**config.mk**
```make
export PLATFORM = sky130hd
export DESIGN_NAME = water_inlet_arbiter_flat
export DESIGN_NICKNAME = d
export VERILOG_FILES = /design/src/rtl/water_inlet_arbiter_if.sv /design/src/rtl/water_inlet_arbiter.sv /design/src/flat_wrapper.sv
export SDC_FILE = /design/constraint.sdc
export NUM_CORES = 1
export LEC_CHECK = 0
export ABC_AREA = 0
export ABC_CLOCK_PERIOD_IN_PS = 2500
export CAP_MARGIN = 20
export CORE_MARGIN = 8
export CORE_UTILIZATION = 40
export DETAILED_ROUTE_END_ITERATION = 7
export PLACE_DENSITY = 0.73
export SLEW_MARGIN = 20
export SYNTH_ARGS = -nofsm -noshare
export SYNTH_HDL_FRONTEND = slang
export SYNTH_SLANG_ARGS = --single-unit
```
**constraint.sdc**
```tcl
create_clock -name clk -period 2.5 [get_ports clk]
set_clock_uncertainty 0.1 [all_clocks]
set_input_delay 0.25 -clock clk [delete_from_list [all_inputs] [get_ports clk]]
set_output_delay 0.25 -clock clk [all_outputs]
set_load 0.1 [all_outputs]
```
**src/rtl/water_inlet_arbiter_if.sv**
```systemverilog
// Handshake bundle between the washer controllers (master) and the water inlet arbiter (slave).
interface water_inlet_arbiter_if #(
    parameter int NREQ = 4
);
    logic [NREQ-1:0] req;
    logic [NREQ-1:0] rel;
    logic            stop;
    logic [NREQ-1:0] grant;
    logic            valve_on;
    logic            busy;
    logic [NREQ-1:0] timeout;

    modport master (
        output req, rel, stop,
        input  grant, valve_on, busy, timeout
    );

    modport slave (
        input  req, rel, stop,
        output grant, valve_on, busy, timeout
    );
endinterface

```
**src/rtl/water_inlet_arbiter.sv**
```systemverilog
// Round-robin arbiter sharing one water inlet valve among NREQ washer controllers.
// Optional hold-limit force release is enabled by defining WATER_ARB_TIMEOUT_EN.
module water_inlet_arbiter #(
    parameter int NREQ     = 4,
    parameter int MAX_HOLD = 10
) (
    input logic                  clk,
    input logic                  reset,
    water_inlet_arbiter_if.slave bus
);
    localparam int IW = (NREQ > 1) ? $clog2(NREQ) : 1;
    localparam int CW = $clog2(MAX_HOLD + 1);
    localparam logic [CW-1:0] HOLD_TOP  = CW'(MAX_HOLD);
`ifdef WATER_ARB_TIMEOUT_EN
    localparam logic [CW-1:0] HOLD_LAST = CW'(MAX_HOLD - 1);
`endif

    typedef enum logic [1:0] {IDLE, GRANT, GAP} state_t;

    state_t          state_q, state_d;
    logic [NREQ-1:0] grant_q, grant_d;
    logic [NREQ-1:0] timeout_q, timeout_d;
    logic            valve_q, busy_q;
    logic [CW-1:0]   hold_q, hold_d;
    logic [IW-1:0]   last_q, last_d;
    logic [IW-1:0]   winner;
    logic            found;

    // Search upward from the previous owner so every requester is served in turn.
    always_comb begin
        winner = last_q;
        found  = 1'b0;
        for (int i = 1; i <= NREQ; i++) begin
            if (!found && bus.req[(int'(last_q) + i) % NREQ]) begin
                found  = 1'b1;
                winner = IW'((int'(last_q) + i) % NREQ);
            end
        end
    end

    // NOTE: every signal gets a default before the case so no latch is inferred.
    always_comb begin
        state_d   = state_q;
        grant_d   = grant_q;
        timeout_d = '0;
        hold_d    = hold_q;
        last_d    = last_q;
        if (bus.stop) begin
            state_d = IDLE;
            grant_d = '0;
            hold_d  = '0;
        end else begin
            case (state_q)
                IDLE: begin
                    if (found) begin
                        state_d = GRANT;
                        grant_d = NREQ'(1) << winner;
                        hold_d  = '0;
                        last_d  = winner;
                    end
                end
                GRANT: begin
                    // last_q always names the current owner while in GRANT.
                    if (bus.rel[last_q] || !bus.req[last_q]) begin
                        state_d = GAP;
                        grant_d = '0;
                    end
`ifdef WATER_ARB_TIMEOUT_EN
                    else if (hold_q == HOLD_LAST) begin
                        state_d   = GAP;
                        grant_d   = '0;
                        timeout_d = grant_q;
                    end
`endif
                    else if (hold_q != HOLD_TOP) begin
                        hold_d = hold_q + 1'b1;
                    end
                end
                GAP:     state_d = IDLE;
                default: state_d = IDLE;
            endcase
        end
    end

    // NOTE: sequential state uses non-blocking assignments so all flops update together.
    always_ff @(posedge clk or negedge reset) begin
        if (!reset) begin
            state_q   <= IDLE;
            grant_q   <= '0;
            valve_q   <= 1'b0;
            busy_q    <= 1'b0;
            timeout_q <= '0;
            hold_q    <= '0;
            last_q    <= IW'(NREQ - 1);
        end else begin
            state_q   <= state_d;
            grant_q   <= grant_d;
            valve_q   <= |grant_d;
            busy_q    <= (state_d != IDLE);
            timeout_q <= timeout_d;
            hold_q    <= hold_d;
            last_q    <= last_d;
        end
    end

    assign bus.grant    = grant_q;
    assign bus.valve_on = valve_q;
    assign bus.busy     = busy_q;
    assign bus.timeout  = timeout_q;
endmodule

```
**src/flat_wrapper.sv**
```systemverilog
// flat-port wrapper written by rule: the top's interface ports become plain ports
module water_inlet_arbiter_flat 
#(
    parameter int NREQ     = 4,
    parameter int MAX_HOLD = 10
)
  (clk, reset, bus_req, bus_rel, bus_stop, bus_grant, bus_valve_on, bus_busy, bus_timeout);
  water_inlet_arbiter_if #(.NREQ(NREQ)) bus_i ();
  input logic clk;
  input logic reset;
  input wire logic [$bits(bus_i.req)-1:0] bus_req;
  input wire logic [$bits(bus_i.rel)-1:0] bus_rel;
  input wire logic [$bits(bus_i.stop)-1:0] bus_stop;
  output wire logic [$bits(bus_i.grant)-1:0] bus_grant;
  output wire logic [$bits(bus_i.valve_on)-1:0] bus_valve_on;
  output wire logic [$bits(bus_i.busy)-1:0] bus_busy;
  output wire logic [$bits(bus_i.timeout)-1:0] bus_timeout;
  assign bus_i.req = bus_req;
  assign bus_i.rel = bus_rel;
  assign bus_i.stop = bus_stop;
  assign bus_grant = bus_i.grant;
  assign bus_valve_on = bus_i.valve_on;
  assign bus_busy = bus_i.busy;
  assign bus_timeout = bus_i.timeout;
  water_inlet_arbiter #(.NREQ(NREQ), .MAX_HOLD(MAX_HOLD)) u_core (.clk(clk), .reset(reset), .bus(bus_i));
endmodule
```
* Word-level counts from Yosys, hierarchy flattened
Index checks and enable logic that the tools add are counted.
Storage, ports and cells: bits in registers 10, word-level logic and storage cells 69
Operators by class: muxes and demuxes 32, equal/unequal tests 1, order comparisons 5, add/subtract/negate cells 4, bitwise operators 5, reductions and logical operators 16, shift operators 1
Operators by type and width (count):
- less-than comparator 3 x 4 -> 1 bit, second input constant | 4
- 2-to-1 mux 1 bit | 14
- 2-to-1 mux 2 bit | 7
- binary-select mux 1 bit (select 2 bit) | 6
- 2-to-1 mux 4 bit | 3
- one-hot mux 4 bit (2 select lines) | 1
- OR reduction 2 bit | 4
- adder 2 x 1 -> 2 bit, second input constant | 2
- adder 2 bit, second input constant | 2
- bitwise AND 1 bit, first input constant | 4
- logical NOT 1 bit | 4
- one-hot mux 2 bit (2 select lines) | 1
- OR reduction 4 bit | 1
- left shift 1 x 2 -> 4 bit, first input constant | 1
- logical AND 1 bit | 3
- less-than comparator 2 x 3 -> 1 bit, second input constant | 1
- AND reduction 3 bit | 1
- equality test 2 x 1 -> 1 bit, second input constant | 1
- logical NOT 2 bit | 1
- nonzero test 2 bit | 1
- logical OR 1 bit | 1
- inverter 1 bit | 1

* Longest topological paths before layout
word-level depth 21, gate-level depth with buffers 6, depth with buffers taken out 5

* Worst setup path after synthesis
No wires, ideal clock.
kind reg2reg, from register u_core.last_q[1], to register u_core.grant_q[2], in the netlist u_core.bus.grant[2], arrival time 1.583 ns, period minus slack after synthesis 1.761 ns, cell stages (with the launch flop) 7, path buffers 1, slack 0.739 ns, cell sequence dfstp_2 -> buf_4 -> or2_1 -> o21ai_1 -> a211o_1 -> or3b_1 -> a21oi_1
Between the ends: word-level cells in the longest chain between the ends 18
Ends and longest elaborated chain:
- from (decl) | line water_inlet_arbiter.sv:25 | logic [IW-1:0] last_q, last_d;
- from (signal assigned) | line water_inlet_arbiter.sv:94 | last_q <= IW'(NREQ - 1);
- from (signal assigned) | line water_inlet_arbiter.sv:102 | last_q <= last_d;
- adder 2 x 1 -> 2 bit | line water_inlet_arbiter.sv:34, water_inlet_arbiter.sv:36
- binary-select mux 1 bit (select 2 bit) | line water_inlet_arbiter.sv:34 | if (!found && bus.req[(int'(last_q) + i) % NREQ]) begin
- 2-to-1 mux 1 bit (not written as such) (2 in a row) | line water_inlet_arbiter.sv:34
- 2-to-1 mux 1 bit | line water_inlet_arbiter.sv:34
- logical NOT 1 bit | line water_inlet_arbiter.sv:34
- logical AND 1 bit | line water_inlet_arbiter.sv:34
- 2-to-1 mux 1 bit | line water_inlet_arbiter.sv:34
- logical NOT 1 bit | line water_inlet_arbiter.sv:34
- [... 2 more ...]
- logical NOT 1 bit | line water_inlet_arbiter.sv:34
- logical AND 1 bit | line water_inlet_arbiter.sv:34
- 2-to-1 mux 2 bit | line water_inlet_arbiter.sv:34
- left shift 1 x 2 -> 4 bit | line water_inlet_arbiter.sv:57 | grant_d = NREQ'(1) << winner;
- 2-to-1 mux 4 bit | line water_inlet_arbiter.sv:55 | if (found) begin
- one-hot mux 4 bit (2 select lines) * | line water_inlet_arbiter.sv:53 | case (state_q)
- 2-to-1 mux 4 bit * | line water_inlet_arbiter.sv:48 | if (bus.stop) begin
- named net u_core.grant_d[2] | line water_inlet_arbiter.sv:21 | logic [NREQ-1:0] grant_q, grant_d;
- to (signal assigned) | line water_inlet_arbiter.sv:97 | grant_q <= grant_d;
- to (decl) | line water_inlet_arbiter.sv:21
The timed path passes the listed nets; every way through them passes the cells marked *. The select of a mux whose other input is x is not followed. A chain may end at the register's enable or synchronous reset.

* Worst setup path after layout
Ends and elaborated chain as after synthesis.

==> impl_metrics.py <==
metrics = {
    "cts": {
        "cts_made_buffers": 3,
        "clock_path_buffers": 2,
        "post_cts_buffers": 0,
        "path_clk_slew_ps": 60,
        "cts.sinks": 10,
        "cts_tree": "yes",
        "cts_hold_buffers": 0,
        "cts_repair_resize_count": 0,
        "clock-root-buffer": "clkbuf_4",
        "clk_latency_ps": 260,
        "htree_num_levels": 1,
    },
    "die": {
        "fp.dieW_um": 54.1,
        "die_h_um": 54.1,
        "die-area_um2": 2920,
        "core_um2": 1330,
        "io_pins": 21,
        "fp-row-count": 13,
        "initial_utilization_pct": 43.4,
    },
    "worst_setup_path": {
        "required_ps": 2590,
        "crit_buf_inv": 0,
        "slowest_stage": "dfstp_2",
        "crit_type": "flip-flop to flip-flop",
        "max_stage_delay_ps": 610,
        "cp.arrival_ps": 1930,
        "crit_fanout": 9,
        "startpoint_type": "flip-flop",
        "path_cells": "or2_1 -> o21ai_1 -> a211o_1 -> or3b_1 -> a21oi_1",
        "critPathCaptureType": "flip-flop",
        "crit_family": "flip-flops",
    },
    "placement": {
        "place_ws_ps": 461,
        "place_congestion": 0.735,
        "io_buffers": 16,
        "dp_hpwl_um": 988,
        "place_area_um2": 712,
    },
    "global_route": {
        "grt_busiest_layer": "met2",
        "grt_start_max_net_pins": 11,
        "grt_use_met1_pct": 9.56,
        "grt_pass1_wl_mm": 1.86,
        "use_met3_pct": 1.10,
        "first_global_vias": 493,
        "antenna_found_initial": 0,
        "grt_overflow_total": 0,
        "grt_use_total_pct": 8.75,
        "gr-usage-met2_pct": 14.1,
    },
    "routing": {
        "drcViolationCount": 0,
        "via_per_inst": 5.10,
        "firstDrtPassIters": 4,
        "drt-total-wl_mm": 1.18,
        "via_count": 490,
        "drtIter0Drc": 3,
        "routedWlPerCell_um": 12.3,
        "ant_nets": 0,
    },
    "power": {
        "p_comb_share_pct": 53.2,
        "p_int_mw": 0.460,
        "power_switching_mw": 0.453,
        "power.density_nw_per_um2": 1220,
        "p_seq_share_pct": 31.2,
        "ir_worst_vdd_mv": 0.384,
        "switching_share_pct": 49.6,
        "clkPwrFrac_pct": 15.5,
        "leakage_nw": 0.325,
    },
    "synthesis": {
        "ys_types": 29,
        "synth_ff_type": "dfrtp_1",
        "yosys_warnings": 0,
        "synthesis.instances": 64,
        "synthArstFlopShare_pct": 100,
        "synth_edf_count": 0,
        "avgSynthCellArea_um2": 9.05,
        "ys_seq_area_share_pct": 43.6,
        "synth_area_um2": 579,
        "ys_seq_elements": 10,
    },
    "sta": {
        "slew_headroom_pct": 63.8,
        "max_freq_mhz": 543,
        "rsz0062_at_grt": "false",
        "finalHoldViolations": 0,
        "tightest_slew_ps": 537,
        "fin_tns_setup_ps": 0,
        "worst_slack_ps": 657,
        "finalCritPeriodShare_pct": 73.7,
        "final.min_clock_period_ps": 1840,
        "drv_slew": 0,
        "setup_viol": 0,
    },
    "worst_hold_path": {
        "hold_class": "primary input to async pin",
    },
    "final_layout": {
        "mostFrequentLayoutCells": "10 x clkdlybuf4s50_1, 8 x dfrtp_1, 7 x nand2_1, 7 x a21oi_1, 6 x buf_4",
        "fillers": 139,
        "diodes": 0,
        "design_area_um2": 748,
        "nNetsFinal": 93,
        "final_common_cell": "clkdlybuf4s50_1",
        "drive_above_1_share_pct": 19.8,
        "area_growth_pct": 29.2,
        "final_util_pct": 56.1,
    },
    "outcome": {
        "status": "complete, no violations",
    },
    "flow_run": {
        "maxCapViolCount": 0,
    },
}
-- per-layer routing --
metal / wire length [um] / vias to the layer above / part of all wire (%)
li1: - / 256 / -
met1: 530 / 215 / 45
met2: 535 / 17 / 45
met3: 92 / 2 / 7.8
met4: 19 / 0 / 1.6
met5: 0 / - / 0
-- cell usage after synthesis (2+ instances only) --
cell / n / area [um^2]
a21oi_1: 7 / 35.0
buf_4: 5 / 37.5
nor4_1: 2 / 12.5
inv_1: 4 / 15.0
dfstp_2: 2 / 52.6
nand2_1: 7 / 26.3
or3_1: 2 / 12.5
o21ai_1: 3 / 15.0
nand2b_1: 3 / 18.8
o21ai_0: 2 / 10.0
dfrtp_1: 8 / 200
nor3_1: 2 / 10.0
-- final cells by class --
type / instances / area, um^2 / share of cell area (%)
Clock buffer: 4 / 36.3 / 4.85
Inverter: 4 / 15.0 / 2.01
Multi-Input combinational cell: 47 / 280 / 37.5
Sequential cell: 10 / 253 / 33.8
Tap cell: 15 / 18.8 / 2.51
Timing Repair Buffer: 16 / 145 / 19.4
-- flip-flops by register name (all words and copies together), names as in the netlist --
| name | cells |
|---|---|
| u_core.bus.busy | 1 |
| u_core.bus.grant | 4 |
| u_core.bus.valve_on | 1 |
| u_core.last_q | 2 |
| u_core.state_q | 2 |
-- metrics by stage --
step           power (mW)  hold slack [ps]  instances
2_1_floorplan       0.683             -146         67
3_3_place_gp        0.770              417         92
3_5_place_dp        0.776              437         92
4_1_cts             0.921              205         96
5_1_grt             0.961              239         96
6_report            0.912              193         96
-- logic make-up (layout without fill, tap and decap cells) --
kind of cell,count (synthesis),count (layout),synth area share [%]
flops,10,10,43.6
mux,1,1,1.94
compound gates,18,18,20.1
other cells,1,4,0.647
buf+inv,10,24,9.93
simple gates,24,24,23.8
-- power by group through the flow --
| stage | clock, mW | combinational (mW) | sequential [mW] |
|---|---|---|---|
| after detailed placement | 0 | 0.488 | 0.287 |
| final | 0.142 | 0.486 | 0.285 |
| after global routing | 0.153 | 0.515 | 0.293 |
| after floorplan | 0 | 0.237 | 0.446 |
| after global placement | 0 | 0.484 | 0.286 |
| after CTS | 0.148 | 0.488 | 0.286 |
-- path summary, 6_finish.rpt --
check	from	end	slack [ps]	depth (start not counted)
max	u_core.last_q[1]$_DFFE_PN1P_	u_core.bus.grant[2]$_DFF_PN0_	660	5
min	reset	u_core.bus.grant[1]$_DFF_PN0_	190	1
max reg2reg	u_core.last_q[1]$_DFFE_PN1P_	u_core.bus.grant[2]$_DFF_PN0_	660	5
min reg2reg	u_core.state_q[1]$_DFF_PN0_	u_core.state_q[1]$_DFF_PN0_	440	1
max in group asynchronous	reset	u_core.last_q[1]$_DFFE_PN1P_	1780	1
min in group clk	u_core.state_q[1]$_DFF_PN0_	u_core.state_q[1]$_DFF_PN0_	440	1
Power figures use the tool's default switching activity.
==> RTL edit 1 (config.mk and constraints unchanged) <==
`NREQ` is set to 4 in 3 places; all go to 2.
--- a/src/rtl/water_inlet_arbiter_if.sv
+++ b/src/rtl/water_inlet_arbiter_if.sv
@@ -2,3 +2,3 @@
 interface water_inlet_arbiter_if #(
-    parameter int NREQ = 4
+    parameter int NREQ = 2
 );
--- a/src/rtl/water_inlet_arbiter.sv
+++ b/src/rtl/water_inlet_arbiter.sv
@@ -3,3 +3,3 @@
 module water_inlet_arbiter #(
-    parameter int NREQ     = 4,
+    parameter int NREQ     = 2,
     parameter int MAX_HOLD = 10
--- a/src/flat_wrapper.sv
+++ b/src/flat_wrapper.sv
@@ -3,3 +3,3 @@
 #(
-    parameter int NREQ     = 4,
+    parameter int NREQ     = 2,
     parameter int MAX_HOLD = 10
Ports: changed (resized bus_grant, bus_rel, bus_req and bus_timeout); port bits go from 21 to 13. The function was not compared with the original's and may differ.
==> RTL edit 1 against the unedited design <==
Global-route usage fell by 0.36 points; sequential cell count fell by 3; wire length fell by 36%; total power fell by 52%; cell area fell by 36%; synthesized area fell by 37%; worst setup slack improved by 0.23 ns; count of clock-buffer cells in the layout did not move.
==> RTL edit 1: results (changes against the unedited design) <==
* Placed cell area at 463 sq um (was 712 sq um)
* Worst Setup SP: bus_req[0] (was u_core.last_q[1])
* Syn-to-layout area delta at 31.0% (was 29.2%)
* Critical path's slowest cell: clkdlybuf4s50_1 (was dfstp_2)
* Worst slack, placed at 0.630 ns (was 0.461 ns)
* Placed cells at 56 (was 92)
* Yosys cell types at 20 (was 29)
* Post-DP HPWL at 586 um (was 988 um)
* Seq area share at 0.366 (was 0.338)
* Met1 Resource Use GR at 0.0749 (was 0.0956)
* Static leakage at 0.206 nW (was 0.325 nW)
* Status: finished, final reports clean (unchanged)
* Largest net degree at the start of global routing at 8 (was 11)
* Reg-to-reg setup timing slack at 1.03 ns (was 0.66 ns)
* Met3 Use GR at 0.0307 (was 0.0110)
* Max incr delay on CP at 0.58 ns (was 0.61 ns)
* M2 GR Usage at 0.132 (was 0.141)
* Share of cells above drive strength 1 at 0.277 (was 0.198)
* Maximum VDD drop at 0.309 mV (was 0.384 mV)
* Multi-input gates at 24 (was 47)
* Clk tree area frac at 0.0390 (was 0.0485)
* Initial drt markers at 4 (was 3)
* Nonclk inv count at 2 (was 4)
* Sequential share of the synthesized area at 0.480 (was 0.436)
* Root buf cell: clkbuf_2 (was clkbuf_4)
* Fillers at 98 (was 139)
* Wire length on met3 at 54 um (was 92 um)
* Met2 wire len at 371 um (was 535 um)
## RTL edit 1: power breakdown
group / switching (mW) / total [mW] / internal, mW
sequential: 0.0269 / 0.167 / 0.140
clock: 0.0414 / 0.0802 / 0.0388
combinational: 0.132 / 0.191 / 0.0591
total: 0.200 / 0.438 / 0.238
## RTL edit 1: how the worst max path moves through the flow
stage	endpoint	slack [ns]	depth (start not counted)
finish	u_core.bus.valve_on	0.88	5
global route	u_core.bus.valve_on	0.78	5
CTS	u_core.bus.valve_on	0.88	5
detailed placement	u_core.bus.valve_on	0.63	5
global placement	u_core.bus.valve_on	0.66	5
floorplan	u_core.bus.valve_on	0.80	3
## RTL edit 1: cell families (layout without fill, tap and decap cells)
family,count (synthesis),in the layout,share of synthesized area
AND/OR/NAND/NOR,11,11,0.146
other,1,2,0.0102
flip-flops,7,7,0.480
buffers and inverters,4,16,0.0612
AO/OA/AOI/OAI,11,11,0.303
==> RTL edit 2 (same flow settings) <==
Without the edit above. Make the reset (`reset`) synchronous in one clocked block.
--- a/src/rtl/water_inlet_arbiter.sv
+++ b/src/rtl/water_inlet_arbiter.sv
@@ -85,3 +85,3 @@
     // NOTE: sequential state uses non-blocking assignments so all flops update together.
-    always_ff @(posedge clk or negedge reset) begin
+    always_ff @(posedge clk) begin
         if (!reset) begin
Check against the original RTL: differs if reset is asserted again (counterexample within 4 cycles, from zero or initial values and one cycle with reset low); with reset held inactive, the same outputs for 4 cycles.
==> RTL edit 2 against the unedited design <==
Cell area decreased by 3.7%; sequential cell count unchanged; worst setup slack got worse by 0.084 ns; synthesized cell count is 6.3% lower; wire length is essentially flat; final cell count down 4.2%; non-clock buffer count increased by 1; hold slack gained 0.19 ns; first-iteration DRC count did not move; fmax decreased by 4.3%; synthesized area down 4.5%.
Power is not compared: it rests on default switching activity, and its combinational part moved more than twofold at a synthesized area within 25%.
==> RTL edit 2: results (changes against the unedited design) <==
* Max Root-Sink Buffers at 2 (unchanged)
* Xor and xnor area share after synthesis at 0 (unchanged)
* Maximum VDD drop at 0.221 mV
* Post-CTS Setup Inserts at 0 (unchanged)
* Max incr delay on CP at 0.58 ns (was 0.61 ns)
* Initial antenna violation count at 0 (unchanged)
* Vias in the first global route at 452 (was 493)
* Routed met1 length at 475 um (was 530 um)
* H-tree levels at 1 (unchanged)
* Final count of hold timing violations at 0 (unchanged)
* Via count at 492 (was 490)
* Wire length on met3 at 72 um (was 92 um)
* Fillers at 131 (was 139)
* Synth top area cells: dfxtp_1 (36%), nand2b_1 (7.9%), buf_4 (5.4%) (was dfrtp_1 (35%), dfstp_2 (9.1%), buf_4 (6.5%))
* GP Congestion at 0.668 (was 0.735)
* HP Class: reg -> reg (was in -> async)
* Critical path arrival at 2.04 ns (was 1.93 ns)
* Share of cells above drive strength 1 at 0.195 (was 0.198)
* Worst slack, placed at 0.283 ns (was 0.461 ns)
* First-pass GRT wire length at 1.88 mm (was 1.86 mm)
* Sequential share of the synthesized area at 0.362 (was 0.436)
* Relative slew slack at 0.527 (was 0.638)
* Cts bufs inserted at 3 (unchanged)
* Compound-Gate Fraction of Synth Area at 0.215 (was 0.201)
* Adder-cell share of the synthesized area at 0 (unchanged)
* Top layer used by detailed routing: met4 (unchanged)
* Top delay family on crit path: compound AO/OA/AOI/OAI gates (was flip-flops)
* Post-CTS sizing at 0 (unchanged)
* Max reg flops at 4 (unchanged)
* Met2 wire len at 585 um (was 535 um)
* Clk Latency, worst-skew pair at 0.26 ns (about the same)
* Total track usage at 0.0891 (was 0.0875)
* Async set-reset flop share out of synthesis at 0 (was 1.00)
* Post-DP HPWL at 972 um (was 988 um)
* Status: finished, final reports clean (unchanged)
* Met3 Use GR at 0.0224 (was 0.0110)
* Post-synth top cells: dfxtp_1 (10), nand2b_1 (7), buf_4 (4), nand2_1 (4), nor4_1 (4) (was dfrtp_1 (8), a21oi_1 (7), nand2_1 (7))
* Met1 Resource Use GR at 0.0938 (was 0.0956)
* Initial drt markers at 3 (unchanged)
* Static leakage at 0.287 nW
* Largest net degree at the start of global routing at 10 (was 11)
* Mux contribution to synthesized area at 0.0769 (was 0.0194)
* Ant. Diodes at 0 (unchanged)
* Routed WL at 1.18 mm (about the same)
* YS warnings at 0 (unchanged)
* Root buf cell: clkbuf_4 (unchanged)
* # port buffers at 16 (unchanged)
* Clock transition at path regs at 0.06 ns (about the same)
* M2 GR Usage at 0.145 (was 0.141)
* Yosys cell types at 27 (was 29)
* NumNets Final at 90 (was 93)
* Worst-path fanout max at 6 (was 9)
* First-pass iteration count of the detailed router at 4 (unchanged)
* Critical path's slowest cell: clkdlybuf4s50_1 (was dfstp_2)
==> RTL edit 2: changes by cell type after synthesis, moves of 3 or more <==
cell,delta
nand2b_1,+4
dfxtp_1,+10
nand2_1,-3
o21ai_1,-3
a21oi_1,-5
dfrtp_1,-8
==> RTL edit 2: final timing paths <==
check | start | to | slack (ns) | cells past startpoint
setup / recovery | bus_req[3] | u_core.bus.grant[0] | 0.57 | 5
setup reg to reg | u_core.last_q[0] | u_core.bus.grant[0] | 0.70 | 3
hold reg to reg | u_core.bus.grant[1] | u_core.bus.grant[1] | 0.38 | 1
hold / removal | u_core.bus.grant[1] | u_core.bus.grant[1] | 0.38 | 1
==> RTL edit 2: power breakdown <==
| group | internal (mW) | switching [mW] |
|---|---|---|
| Clock | 0.0557 | 0.0553 |
| Sequential | 0.170 | 0.0135 |
| Combinational | 0.0474 | 0.102 |
==> RTL edit 2: logic make-up (layout without fill, tap and decap cells) <==
family / Yosys count / after routing
simple gates: 25 / 25
compound gates: 13 / 13
flops: 10 / 10
buf+inv: 8 / 22
other cells: 1 / 4
mux: 3 / 3
==> RTL edit 2: cell type report <==
class / count / area [sq um] / share of cell area
Multi-Input combinational cell: 45 / 319 / 0.443
Clock buffer: 3 / 22.5 / 0.0313
Timing Repair Buffer: 17 / 153 / 0.212
Sequential cell: 10 / 200 / 0.278
Inverter: 2 / 7.51 / 0.0104
Tap cell: 15 / 18.8 / 0.0260
==> RTL edit 2: through the flow <==
step | total power, mW | cells | hold slack [ns] | instance area (sq um)
floorplan | 0.304 | 63 | 0.212 | 564
global route | 0.462 | 92 | 0.410 | 721
finish | 0.444 | 92 | 0.382 | 721
global placement | 0.336 | 89 | 0.376 | 698
detailed placement | 0.338 | 89 | 0.374 | 698
CTS | 0.447 | 92 | 0.385 | 721
